**src/rtl/controladora_multicanal.sv**
```systemverilog
// Multi-channel lamp controller: presence sensors drive lamps in AUTO, a shared button selects MANUAL.
// Optional build macro CONTROLADORA_WARN_EN adds the per-channel imminent-shutdown output aviso.
module controladora_multicanal #(
    parameter int N_CH              = 4,
    parameter int TICK_DIV          = 50000,
    parameter int DEBOUNCE_P        = 300,
    parameter int SWITCH_MODE_MIN_T = 5000,
    parameter int AUTO_SHUTDOWN_T   = 30000
) (
    input  logic                                       clk,
    input  logic                                       rst,
    input  logic [N_CH-1:0]                            infravermelho,
    input  logic                                       push_button,
    input  logic [((N_CH > 1) ? $clog2(N_CH) : 1)-1:0] ch_sel,
    output logic                                       led,
    output logic [N_CH-1:0]                            saida
`ifdef CONTROLADORA_WARN_EN
    ,
    output logic [N_CH-1:0]                            aviso
`endif
);
    localparam int CSW     = (N_CH > 1) ? $clog2(N_CH) : 1;
    localparam int TCW     = (TICK_DIV > 1) ? $clog2(TICK_DIV) : 1;
    localparam int DW      = $clog2(DEBOUNCE_P + 1);
    localparam int HW      = $clog2(SWITCH_MODE_MIN_T + 1);
    localparam int TW      = $clog2(AUTO_SHUTDOWN_T + 1);
    localparam int WARN_TH = AUTO_SHUTDOWN_T - AUTO_SHUTDOWN_T / 8;

    typedef enum logic [1:0] {IDLE, PRESSED, LONG_HELD} press_state_t;

    logic [TCW-1:0]  tick_cnt_reg;
    logic            tick;
    logic [N_CH-1:0] ir_s1_reg;
    logic [N_CH-1:0] ir_s2_reg;
    logic            pb_s1_reg;
    logic            pb_s2_reg;
    logic            pb_db_reg;
    logic [DW-1:0]   db_cnt_reg;
    press_state_t    state_reg;
    logic [HW-1:0]   hold_reg;
    logic            short_press_reg;
    logic            mode_reg;
    logic            mode_next;
    logic            toggle;

    assign tick = (tick_cnt_reg == TCW'(TICK_DIV - 1));

    always_ff @(posedge clk) begin
        if (!rst) begin
            tick_cnt_reg <= '0;
        end else if (tick) begin
            tick_cnt_reg <= '0;
        end else begin
            tick_cnt_reg <= tick_cnt_reg + TCW'(1);
        end
    end

    always_ff @(posedge clk) begin
        if (!rst) begin
            ir_s1_reg <= '0;
            ir_s2_reg <= '0;
            pb_s1_reg <= 1'b0;
            pb_s2_reg <= 1'b0;
        end else begin
            ir_s1_reg <= infravermelho;
            ir_s2_reg <= ir_s1_reg;
            pb_s1_reg <= push_button;
            pb_s2_reg <= pb_s1_reg;
        end
    end

    // Count only while the synchronized level differs from pb_db; any return to it restarts.
    always_ff @(posedge clk) begin
        if (!rst) begin
            pb_db_reg  <= 1'b0;
            db_cnt_reg <= '0;
        end else if (pb_s2_reg == pb_db_reg) begin
            db_cnt_reg <= '0;
        end else if (tick) begin
            if (db_cnt_reg == DW'(DEBOUNCE_P - 1)) begin
                pb_db_reg  <= pb_s2_reg;
                db_cnt_reg <= '0;
            end else begin
                db_cnt_reg <= db_cnt_reg + DW'(1);
            end
        end
    end

    assign toggle    = (state_reg == PRESSED) && pb_db_reg && tick &&
                       (hold_reg == HW'(SWITCH_MODE_MIN_T - 1));
    assign mode_next = mode_reg ^ toggle;
    assign led       = mode_reg;

    always_ff @(posedge clk) begin
        if (!rst) begin
            state_reg       <= IDLE;
            hold_reg        <= '0;
            short_press_reg <= 1'b0;
            mode_reg        <= 1'b0;
        end else begin
            short_press_reg <= 1'b0;
            mode_reg        <= mode_next;
            case (state_reg)
                IDLE: begin
                    if (pb_db_reg) begin
                        state_reg <= PRESSED;
                        hold_reg  <= '0;
                    end
                end
                PRESSED: begin
                    if (!pb_db_reg) begin
                        short_press_reg <= 1'b1;
                        state_reg       <= IDLE;
                    end else if (toggle) begin
                        state_reg <= LONG_HELD;
                    end else if (tick) begin
                        hold_reg <= hold_reg + HW'(1);
                    end
                end
                LONG_HELD: begin
                    if (!pb_db_reg) begin
                        state_reg <= IDLE;
                    end
                end
                default: state_reg <= IDLE;
            endcase
        end
    end

    for (genvar gi = 0; gi < N_CH; gi++) begin : g_ch
        logic          saida_reg;
        logic          saida_next;
        logic [TW-1:0] timer_reg;
        logic [TW-1:0] timer_next;
        logic          sel_hit;

        assign sel_hit = short_press_reg && (ch_sel == CSW'(gi));

        // A mode change outranks presence and timeout events in the same cycle.
        always_comb begin
            saida_next = saida_reg;
            timer_next = timer_reg;
            if (toggle) begin
                timer_next = '0;
                if (!mode_reg) begin
                    saida_next = 1'b0;
                end
            end else if (mode_reg) begin
                if (sel_hit) begin
                    saida_next = ~saida_reg;
                end
            end else if (ir_s2_reg[gi]) begin
                saida_next = 1'b1;
                timer_next = '0;
            end else if (saida_reg && tick) begin
                if (timer_reg == TW'(AUTO_SHUTDOWN_T - 1)) begin
                    saida_next = 1'b0;
                    timer_next = '0;
                end else begin
                    timer_next = timer_reg + TW'(1);
                end
            end
        end

        always_ff @(posedge clk) begin
            if (!rst) begin
                saida_reg <= 1'b0;
                timer_reg <= '0;
            end else begin
                saida_reg <= saida_next;
                timer_reg <= timer_next;
            end
        end

        assign saida[gi] = saida_reg;

`ifdef CONTROLADORA_WARN_EN
        logic aviso_reg;

        always_ff @(posedge clk) begin
            if (!rst) begin
                aviso_reg <= 1'b0;
            end else begin
                aviso_reg <= !mode_next && saida_next && (timer_next >= TW'(WARN_TH));
            end
        end

        assign aviso[gi] = aviso_reg;
`endif
    end

endmodule
```
**config.mk**
```make
export PLATFORM = sky130hd
export DESIGN_NAME = controladora_multicanal
export DESIGN_NICKNAME = d
export VERILOG_FILES = /design/src/rtl/controladora_multicanal.sv
export SDC_FILE = /design/constraint.sdc
export NUM_CORES = 1
export LEC_CHECK = 0
export CELL_PAD_IN_SITES_DETAIL_PLACEMENT = 1
export CELL_PAD_IN_SITES_GLOBAL_PLACEMENT = 1
export CORE_ASPECT_RATIO = 1.2
export CORE_MARGIN = 2
export CORE_UTILIZATION = 51
export CTS_CLUSTER_DIAMETER = 40
export DETAILED_ROUTE_END_ITERATION = 7
export HOLD_SLACK_MARGIN = 0.08
export PLACE_DENSITY_LB_ADDON = 0.1
export SLEW_MARGIN = 20
export SYNTH_ARGS = -nofsm -noshare
export SYNTH_HDL_FRONTEND = slang
export SYNTH_SLANG_ARGS = --single-unit
```
**constraint.sdc**
```tcl
create_clock -name clk -period 4.85 [get_ports clk]
set_input_delay 0.97 -clock clk [delete_from_list [all_inputs] [get_ports clk]]
set_output_delay 0.97 -clock clk [all_outputs]
set_load 0.02 [all_outputs]
```
==> run_results.csv, run 1 <==
group,metric,value,unit
outcome,outcome,"finished, final reports clean",
sta,maxSlewViolCount,0,
pwr,power_density,330,mW/mm²
global_route,grt_pass1_vias,6115,
final_layout,final_area,0.00699,mm²
worst_hold_path,min_to,"pb_s2_reg",
setup_path,cp_max_fo,20,
setup_path,rrSetupSlack,1.62,ns
die,die_h,125,µm
die,die_x,105,µm
synthesis,seq_area_frac_synth,37.6,%
pwr,power_frac_seq,42.6,%
place,dp_slack,1.13,ns
final_layout,drive_gt1_share,7.54,%
clocking,cts_tree,"built",
clocking,cts_setup_buffers,0,
synthesis,yosysWarnings,0,
route,via_per_inst,6.33,
global_route,grt_max_degree,35,
worst_hold_path,min_from,"pb_s1_reg",
die,io-pin-count,14,
synthesis,synth_enable_flop_cells,0,
die,rows,44,
setup_path,end_kind,"flip-flop",
sta,worst_slew_pin_slew,0.873,ns
pwr,power.switching,0.000476,W
sta,rsz0062_at_grt,"no",
setup_path,r2r_end,"g_ch[0].saida_reg",
synthesis,synth-seq-cells,117,
synthesis,synth_cells,749,
route,wl_per_cell,18.6,µm
pwr,p_int,0.00183,W
sta,hold_viol_final,0,
final_layout,nets,762,
final_layout,largest_register_ffs,60,
global_route,grt_overflow,0,
worst_hold_path,min_path_cells,1,
pwr,combPwrFrac,3.0,%
place,dp_hpwl,11.7,mm
route,drtAntennaViolNets,0,
sta,finClkSkew,0.00725,ns
sta,setup_ws,1.52,ns
setup_path,r2r_cells,9,
die,start_util,52.0,%
synthesis,synth_cell_types,72,
pwr,ir_worst_vdd,0.238,mV
place,placed_area,0.00639,mm²
worst_hold_path,hp-class,"flip-flop to flip-flop",
clocking,clockRootBuffer,"clkbuf_16",
die,die-area,0.0131,mm²
sta,tns,0,ns
synthesis,syn_avg_cell_area,8.33,µm²
run,cap_violations,0,
synthesis,async_flop_share,0,%
place,gp_congestion,0.853,
clocking,cts-buffers-inserted,17,
setup_path,r2r-start,"tick_cnt_reg[0]",
synthesis,synth_nets,766,
route,finalWirelength,17.1,mm
setup_path,critPathLaunchType,"input pin",
sta,fmax,300,MHz
final_layout,n_antenna_cell,0,
route,initialDrtViolationCount,256,
setup_path,cp.required,5.16,ns
clocking,cts.clk_slew.worst_paths,0.05,ns
clocking,htreeDepth,4,
sta,period_share,68.6,%
clocking,cts_resized,0,
route,vias,5808,
clocking,cts_sinks,117,
clocking,hold_buffers,0,
route,drc,0,
final_layout,fillCellCount,1462,
global_route,track_usage,27.1,%
setup_path,worstPathArrival,3.64,ns
die,fp.coreArea,0.0120,mm²
global_route,grt_antenna_before_repair,0,
global_route,grt_pass1_wl,29.3,mm
route,first_pass_iters,5,
synthesis,synthFlopType,"dfxtp_1",
setup_path,path_class,"input pin to flip-flop",
clocking,clock_path_buffers,2,
sta,max_slew_margin,41.8,%
final_layout,area_growth,12.1,%
pwr,power_leakage,2.30,nW
place,portBuffers,13,
pwr,total_power,0.00230,W
clocking,clkLatencyLatePin,0.42,ns
pwr,clkPwrFrac,54.4,%
pwr,sw_frac_of_total,20.7,%
sta,setup_viol,0,
synthesis,syn_area,0.00624,mm²
sta,finalCriticalPeriod,3.33,ns
==> cells in the mapped netlist (11+ instances only) <==
cell type / instances / area, µm²
a21oi_1: 56 / 280
a31oi_1: 11 / 68.8
and2_1: 15 / 93.8
and3_1: 25 / 156
and4_1: 12 / 105
buf_2: 13 / 65.1
clkbuf_1: 17 / 63.8
dfxtp_1: 117 / 2340
nand2_1: 63 / 236
nand3_1: 43 / 215
nand4_1: 27 / 169
nor2_1: 65 / 244
nor3_1: 14 / 70.1
o211ai_1: 12 / 90.1
o21ai_0: 36 / 180
xor2_1: 18 / 158
==> how the worst max path moves through the flow <==
stage | from | end | slack [ns]
2_1_floorplan | hold_reg[0] | g_ch[0].saida_reg | 2.35
3_3_place_gp | rst | hold_reg[7] | 1.32
3_5_place_dp | rst | hold_reg[7] | 1.13
4_1_cts | rst | hold_reg[7] | 1.53
5_1_grt | rst | hold_reg[7] | 1.24
6_report | rst | hold_reg[7] | 1.52
==> per-layer routing <==
| metal | share of wire, % | wire length [µm] | track usage, % | vias up |
|---|---|---|---|---|
| met4 | 2.7 | 454 | 12.8 | 0 |
| met5 | 0 | 0 | 0 | - |
| li1 | - | - | - | 2802 |
| met3 | 3.3 | 566 | 5.32 | 35 |
| met2 | 50 | 8560 | 46.7 | 100 |
| met1 | 44 | 7470 | 32.3 | 2871 |
==> layout by cell type, fill, tap and decap left out, drive strengths merged, types with 8 or more instances in the layout <==
| master | Yosys | final |
|---|---|---|
| ha | 8 | 8 |
| clkbuf | 18 | 27 |
| nor4 | 10 | 10 |
| nand3 | 43 | 43 |
| o211ai | 12 | 12 |
| a21oi | 57 | 57 |
| o22ai | 10 | 10 |
| a31oi | 13 | 13 |
| nor2b | 8 | 8 |
| inv | 9 | 9 |
| nor2 | 65 | 65 |
| clkdlybuf4s50 | 0 | 13 |
| nand2 | 64 | 64 |
| xor2 | 18 | 18 |
| a41oi | 9 | 9 |
| o31ai | 8 | 8 |
| or3 | 10 | 10 |
| and2 | 15 | 15 |
| and4 | 12 | 12 |
| nor3 | 15 | 15 |
| and3 | 25 | 25 |
| nand4 | 28 | 28 |
| dfxtp | 117 | 117 |
| o21ai | 40 | 40 |
| or2 | 8 | 8 |
==> power by group through the flow <==
| stage | combinational (W) | sequential, W | clock [W] |
|---|---|---|---|
| finish | 0.0000689 | 0.000982 | 0.00125 |
| global placement | 0.0000663 | 0.00100 | 0 |
| detailed placement | 0.0000686 | 0.00100 | 0 |
| floorplan | 0.0000505 | 0.000995 | 0 |
| CTS | 0.0000693 | 0.000981 | 0.00128 |
| global route | 0.0000761 | 0.000982 | 0.00131 |
==> worst max-delay path, stage by stage <==
cell	delay, ns
clkdlybuf4s50_1	0.83
inv_1	0.40
nor3_1	0.48
nand4_1	0.49
o41ai_1	0.45
==> final cells by class <==
cell class / count / area, µm² / share of cell area [%]
Inverter: 9 / 33.8 / 0.483
Tap cell: 161 / 201 / 2.88
Sequential cell: 117 / 2340 / 33.5
Timing Repair Buffer: 16 / 153 / 2.18
Clock buffer: 27 / 523 / 7.48
Clock inverter: 3 / 65.1 / 0.931
Multi-Input combinational cell: 584 / 3670 / 52.5
==> per-stage QoR <==
step	hold WS (ns)	util, %	std cells
global route	0.450	58.2	917
CTS	0.433	58.2	917
floorplan	0.412	-	749
finish	0.432	58.2	917
global placement	0.418	53.2	887
detailed placement	0.424	53.3	887
==> logic make-up (layout without fill, tap and decap cells) <==
| kind of cell | after synthesis | after routing | share of synthesized area (%) |
|---|---|---|---|
| DFF | 117 | 117 | 37.6 |
| AOI/OAI and AO/OA | 187 | 187 | 19.5 |
| xor gates and xnor gates | 25 | 25 | 3.51 |
| muxes | 5 | 5 | 0.823 |
| buffers and inverters | 48 | 55 | 3.77 |
| and+or+nand+nor | 359 | 359 | 33.3 |
| adders and majority gates | 8 | 8 | 1.61 |
Note: power is estimated with default switching activity, not from simulation.
==> run 2: changes to the inputs <==
--- a/config.mk
+++ b/config.mk
@@ -9,7 +9,7 @@
 export CELL_PAD_IN_SITES_GLOBAL_PLACEMENT = 1
 export CORE_ASPECT_RATIO = 1.2
 export CORE_MARGIN = 2
-export CORE_UTILIZATION = 51
+export CORE_UTILIZATION = 43
 export CTS_CLUSTER_DIAMETER = 40
 export DETAILED_ROUTE_END_ITERATION = 7
 export HOLD_SLACK_MARGIN = 0.08
==> constraint.sdc (replaced) <==
create_clock -name clk -period 2.81 [get_ports clk]
set_input_delay 0.562 -clock clk [delete_from_list [all_inputs] [get_ports clk]]
set_output_delay 0.562 -clock clk [all_outputs]
set_load 0.02 [all_outputs]
==> run_results.csv, run 2 (same netlist as run 1, synthesis figures left out) <==
group,metric,value,unit
outcome,outcome,"finished, final reports clean",
clocking,htreeDepth,4,
pwr,power_leakage,2.38,nW
die,io-pin-count,14,
clocking,cts-buffers-inserted,17,
worst_hold_path,min_from,"ir_s1_reg[1]",
setup_path,critPathBufInv,0,
sta,max_slew_margin,41.8,%
setup_path,critPathTopFamily,"simple AND/OR/NAND/NOR gates",
sta,hold_viol_final,0,
setup_path,critical_path.cell_chain,"ha_1 -> nor4bb_2 -> nand4_1 -> nor3_2 -> ha_1 -> a21oi_1 -> and3_1 -> or3_1 -> a211oi_1",
final_layout,final_area,0.00714,mm²
clocking,cts.clk_slew.worst_paths,0.06,ns
route,wl_per_cell,18.4,µm
route,drc,0,
setup_path,worstPathArrival,2.92,ns
setup_path,end_kind,"flip-flop",
place,dp_hpwl,12.3,mm
sta,period_share,91.6,%
final_layout,final_common_cell,"dfxtp_1",
die,fp.coreArea,0.0143,mm²
die,die_x,114,µm
final_layout,final_cells,948,
global_route,grt_pass1_wl,29.4,mm
route,finalWirelength,17.4,mm
final_layout,largest_register_ffs,60,
route,drtAntennaViolNets,0,
pwr,power_density,563,mW/mm²
place,portBuffers,13,
final_layout,final_cell_mix,"dfxtp_1, nor2_1, nand2_1, a21oi_1, nand3_1",
sta,rsz0062_at_grt,"no",
setup_path,r2r_end,"g_ch[0].saida_reg",
route,initialDrtViolationCount,354,
clocking,clockRootBuffer,"clkbuf_16",
global_route,grt_antenna_before_repair,0,
final_layout,nets,778,
global_route,track_usage,23.7,%
global_route,grt_overflow,0,
final_layout,drive_gt1_share,10.1,%
pwr,ir_worst_vdd,0.326,mV
clocking,clock_path_buffers,2,
die,rows,48,
worst_hold_path,min_to,"ir_s2_reg[1]",
setup_path,path_common_cell,"ha_1",
global_route,grt_max_degree,23,
route,first_pass_iters,4,
place,gp_congestion,0.846,
die,start_util,43.6,%
pwr,total_power,0.00402,W
sta,setup_viol,0,
setup_path,critPathLaunchType,"flip-flop",
setup_path,r2r-start,"hold_reg[0]",
global_route,grt_pass1_vias,5966,
setup_path,critPathSlowestCell,"dfxtp_1",
route,via_per_inst,6.14,
place,dp_cells,917,
setup_path,path_class,"flip-flop to flip-flop",
clocking,cts_sinks,117,
setup_path,cpPeakStageDelay,0.38,ns
sta,finalCriticalPeriod,2.57,ns
sta,fmax,389,MHz
place,placed_area,0.00653,mm²
final_layout,n_antenna_cell,0,
setup_path,cp.required,3.16,ns
setup_path,rrSetupSlack,0.24,ns
die,die-area,0.0155,mm²
sta,setup_ws,0.237,ns
setup_path,cp_max_fo,5,
sta,maxSlewViolCount,0,
clocking,cts_tree,"built",
setup_path,r2r_cells,9,
sta,finClkSkew,0.0203,ns
final_layout,area_growth,14.4,%
run,cap_violations,0,
die,die_h,136,µm
clocking,clkLatencyLatePin,0.44,ns
route,vias,5823,
worst_hold_path,min_path_cells,1,
sta,tns,0,ns
sta,worst_slew_pin_slew,0.861,ns
place,dp_slack,0.143,ns
worst_hold_path,hp-class,"flip-flop to flip-flop",
[run 2: cell count changes in the layout (fill, tap and decap cells not counted), moves of 2 or more]
cell        delta
a31oi_1        +2
a31oi_2        -2
buf_4         +16
clkbuf_1       -4
clkbuf_8       -5
clkinv_2       +3
clkinv_4       +3
clkinvlp_4     +3
[run 2: worst max-delay path by stage]
stage | start | end | slack, ns | cells after the start
after global routing | hold_reg[0] | g_ch[0].saida_reg | 0.005 | 9
after global placement | hold_reg[0] | g_ch[0].saida_reg | 0.24 | 9
final | hold_reg[0] | g_ch[0].saida_reg | 0.24 | 9
after detailed placement | hold_reg[0] | g_ch[0].saida_reg | 0.14 | 9
after floorplan | hold_reg[0] | g_ch[0].saida_reg | 0.31 | 9
after CTS | hold_reg[0] | g_ch[0].saida_reg | 0.12 | 9
[run 2: where the power goes]
part / switching [W] / total [W] / internal, W
Combinational: 0.0000771 / 0.000129 / 0.0000520
Sequential: 0.0000189 / 0.00169 / 0.00167
Clock: 0.000793 / 0.00220 / 0.00140
Total: 0.000889 / 0.00402 / 0.00313
[run 2: layout make-up]
cell class              instances  area, µm²
well taps                     175        219
clock buffers                  18        439
inverters                       9       33.8
fillers                      1684       7160
repair buffers                 32        273
clock inverters                13        159
flip-flops and latches        117       2340
multi-input cells             584       3670
[run 2: routing by layer]
metal / part of all wire [%] / wire (µm) / GRT usage [%]
met5: 0 / 0 / 0
met4: 1.7 / 301 / 9.96
met3: 2.4 / 418 / 4.46
met2: 52 / 8990 / 42.9
met1: 44 / 7690 / 27.2
[run 2: repair_timing]
action                     4_1_cts  5_1_grt
setup endpoints to repair        0        1
buffers inserted                 0        0
gates resized for setup          0        2
hold buffers                     0        0
[run 2: stage by stage]
step,util [%],hold WS (ns)
floorplan,-,0.412
global placement,45.7,0.414
detailed placement,45.7,0.428
CTS,49.8,0.440
global route,49.9,0.444
finish,49.9,0.433
[run 2: worst reg2reg max path, delay by kind of cell (launching register included)]
family / cells / cell delay (ns)
compound gates: 2 / 0.29
simple gates: 5 / 1.31
flops: 1 / 0.38
fa+ha+maj: 2 / 0.51
==> run 3: changes to the inputs <==
--- a/config.mk
+++ b/config.mk
@@ -9,7 +9,7 @@
 export CELL_PAD_IN_SITES_GLOBAL_PLACEMENT = 1
 export CORE_ASPECT_RATIO = 1.2
 export CORE_MARGIN = 2
-export CORE_UTILIZATION = 43
+export CORE_UTILIZATION = 40
 export CTS_CLUSTER_DIAMETER = 40
 export DETAILED_ROUTE_END_ITERATION = 7
 export HOLD_SLACK_MARGIN = 0.08
==> run_results.csv, run 3 (same netlist as run 1, synthesis figures left out) <==
group,metric,value,unit
outcome,outcome,"finished, final reports clean",
final_layout,final_area,0.00713,mm²
route,finalWirelength,17.8,mm
final_layout,register_area,0.00234,mm²
run,cap_violations,0,
route,initialDrtViolationCount,255,
clocking,cts_resized,0,
final_layout,finish.utilization,46.1,%
setup_path,path_class,"flip-flop to flip-flop",
die,rows,50,
sta,fmax,385,MHz
die,fp.coreArea,0.0155,mm²
worst_hold_path,min_path_cells,1,
setup_path,r2r_cells,9,
clocking,clockRootBuffer,"clkbuf_16",
final_layout,n_antenna_cell,0,
setup_path,worstPathArrival,2.92,ns
global_route,met3_usage,3.92,%
worst_hold_path,hp-class,"flip-flop to flip-flop",
final_layout,largest_register_ffs,60,
clocking,cts-buffers-inserted,17,
sta,finClkSkew,0.0145,ns
clocking,htreeDepth,4,
global_route,grt_antenna_before_repair,0,
final_layout,drive_gt1_share,9.40,%
route,vias,5889,
setup_path,cp.required,3.13,ns
die,die_h,141,µm
clocking,cts.clk_slew.worst_paths,0.05,ns
setup_path,end_kind,"flip-flop",
clocking,hold_buffers,0,
die,die_x,118,µm
sta,setup_viol,0,
clocking,cts_sinks,117,
global_route,grtUsageMet2,39.9,%
setup_path,cp_max_fo,5,
pwr,power_leakage,2.37,nW
die,io-pin-count,14,
route,drc,0,
route,first_pass_iters,4,
place,placed_area,0.00660,mm²
sta,max_slew_margin,43.7,%
sta,whs,0.432,ns
global_route,grt-busiest-layer,"met2",
route,via_per_inst,5.98,
setup_path,path_common_cell,"ha_1",
pwr,ir_worst_vdd,0.386,mV
place,gp_congestion,0.862,
global_route,grt_max_degree,25,
setup_path,cpPeakStageDelay,0.40,ns
clocking,clkLatencyLatePin,0.42,ns
final_layout,multi_input_area,0.00366,mm²
sta,worst_slew_pin_slew,0.833,ns
sta,tns,0,ns
die,start_util,40.4,%
place,dp_hpwl,12.5,mm
sta,rsz0062_at_grt,"no",
sta,maxSlewViolCount,0,
final_layout,area_growth,14.3,%
global_route,grt_pass1_vias,6038,
place,portBuffers,13,
setup_path,critical_path.cell_chain,"ha_1 -> nor4bb_1 -> nand4_1 -> nor3_2 -> ha_1 -> a21oi_1 -> and3_1 -> or3_1 -> a211oi_1",
sta,hold_viol_final,0,
route,wl_per_cell,18.0,µm
setup_path,critPathSlowestCell,"nor4bb_1",
global_route,gr-usage-met1,26.1,%
final_layout,fillCellCount,1870,
clocking,cts_setup_buffers,0,
global_route,grt_pass1_wl,30.0,mm
clocking,clock_path_buffers,2,
global_route,track_usage,21.9,%
global_route,grt_overflow,0,
route,drtAntennaViolNets,0,
final_layout,nets,782,
setup_path,critPathLaunchType,"flip-flop",
final_layout,final_cell_mix,"dfxtp_1, nor2_1, nand2_1, a21oi_1, nand3_1",
sta,period_share,92.5,%
final_layout,final_common_cell,"dfxtp_1",
clocking,cts_tree,"built",
pwr,power_density,533,mW/mm²
die,die-area,0.0166,mm²
sta,finalCriticalPeriod,2.60,ns
-- run 3: changes by cell type in the layout (fill, tap and decap cells not counted) --
cell	delta
clkbuf_1	+7
nor4bb_2	-1
clkbuf_8	+1
clkinv_4	-3
nor4bb_1	+1
buf_4	+4
nor4b_1	+1
nor4b_2	-1
clkinvlp_4	-3
bufinv_16	-2
-- run 3: worst paths after layout --
path	start	to	slack [ns]
max reg2reg	hold_reg[0]	g_ch[0].saida_reg	0.21
max	hold_reg[0]	g_ch[0].saida_reg	0.21
min	ir_s1_reg[1]	ir_s2_reg[1]	0.43
min reg2reg	ir_s1_reg[1]	ir_s2_reg[1]	0.43
-- run 3: worst max-delay path: cells and delay by family (launching register included) --
family / cells / cell delay (ns)
flops: 1 / 0.39
fa+ha+maj: 2 / 0.49
compound gates: 2 / 0.30
simple gates: 5 / 1.34
-- run 3: where the power goes --
| group | switching [W] | internal (W) | leakage (nW) |
|---|---|---|---|
| logic | 0.0000777 | 0.0000533 | 1.17 |
| clock network | 0.000727 | 0.00125 | 0.262 |
| registers | 0.0000191 | 0.00167 | 0.945 |
| total | 0.000824 | 0.00298 | 2.37 |
-- run 3: layout make-up --
class	instances	area share (%)
Multi-Input combinational cell	584	51.3
Timing Repair Buffer	36	4.25
Tap cell	208	3.65
Sequential cell	117	32.9
Clock buffer	26	6.72
Inverter	9	0.474
Clock inverter	5	0.702
-- run 3: stage by stage --
stage / worst slack (ns) / std cells / total power (W)
3_5_place_dp: 0.185 / 954 / 0.00186
5_1_grt: 0.0265 / 985 / 0.00394
4_1_cts: 0.171 / 985 / 0.00385
3_3_place_gp: 0.236 / 954 / 0.00185
2_1_floorplan: 0.314 / 749 / 0.00181
6_report: 0.210 / 985 / 0.00380
-- run 3: metal layers --
metal	vias up	wire (µm)
li1	2841	-
met1	2939	8000
met2	92	9050
met3	17	509
met4	0	193
met5	-	0
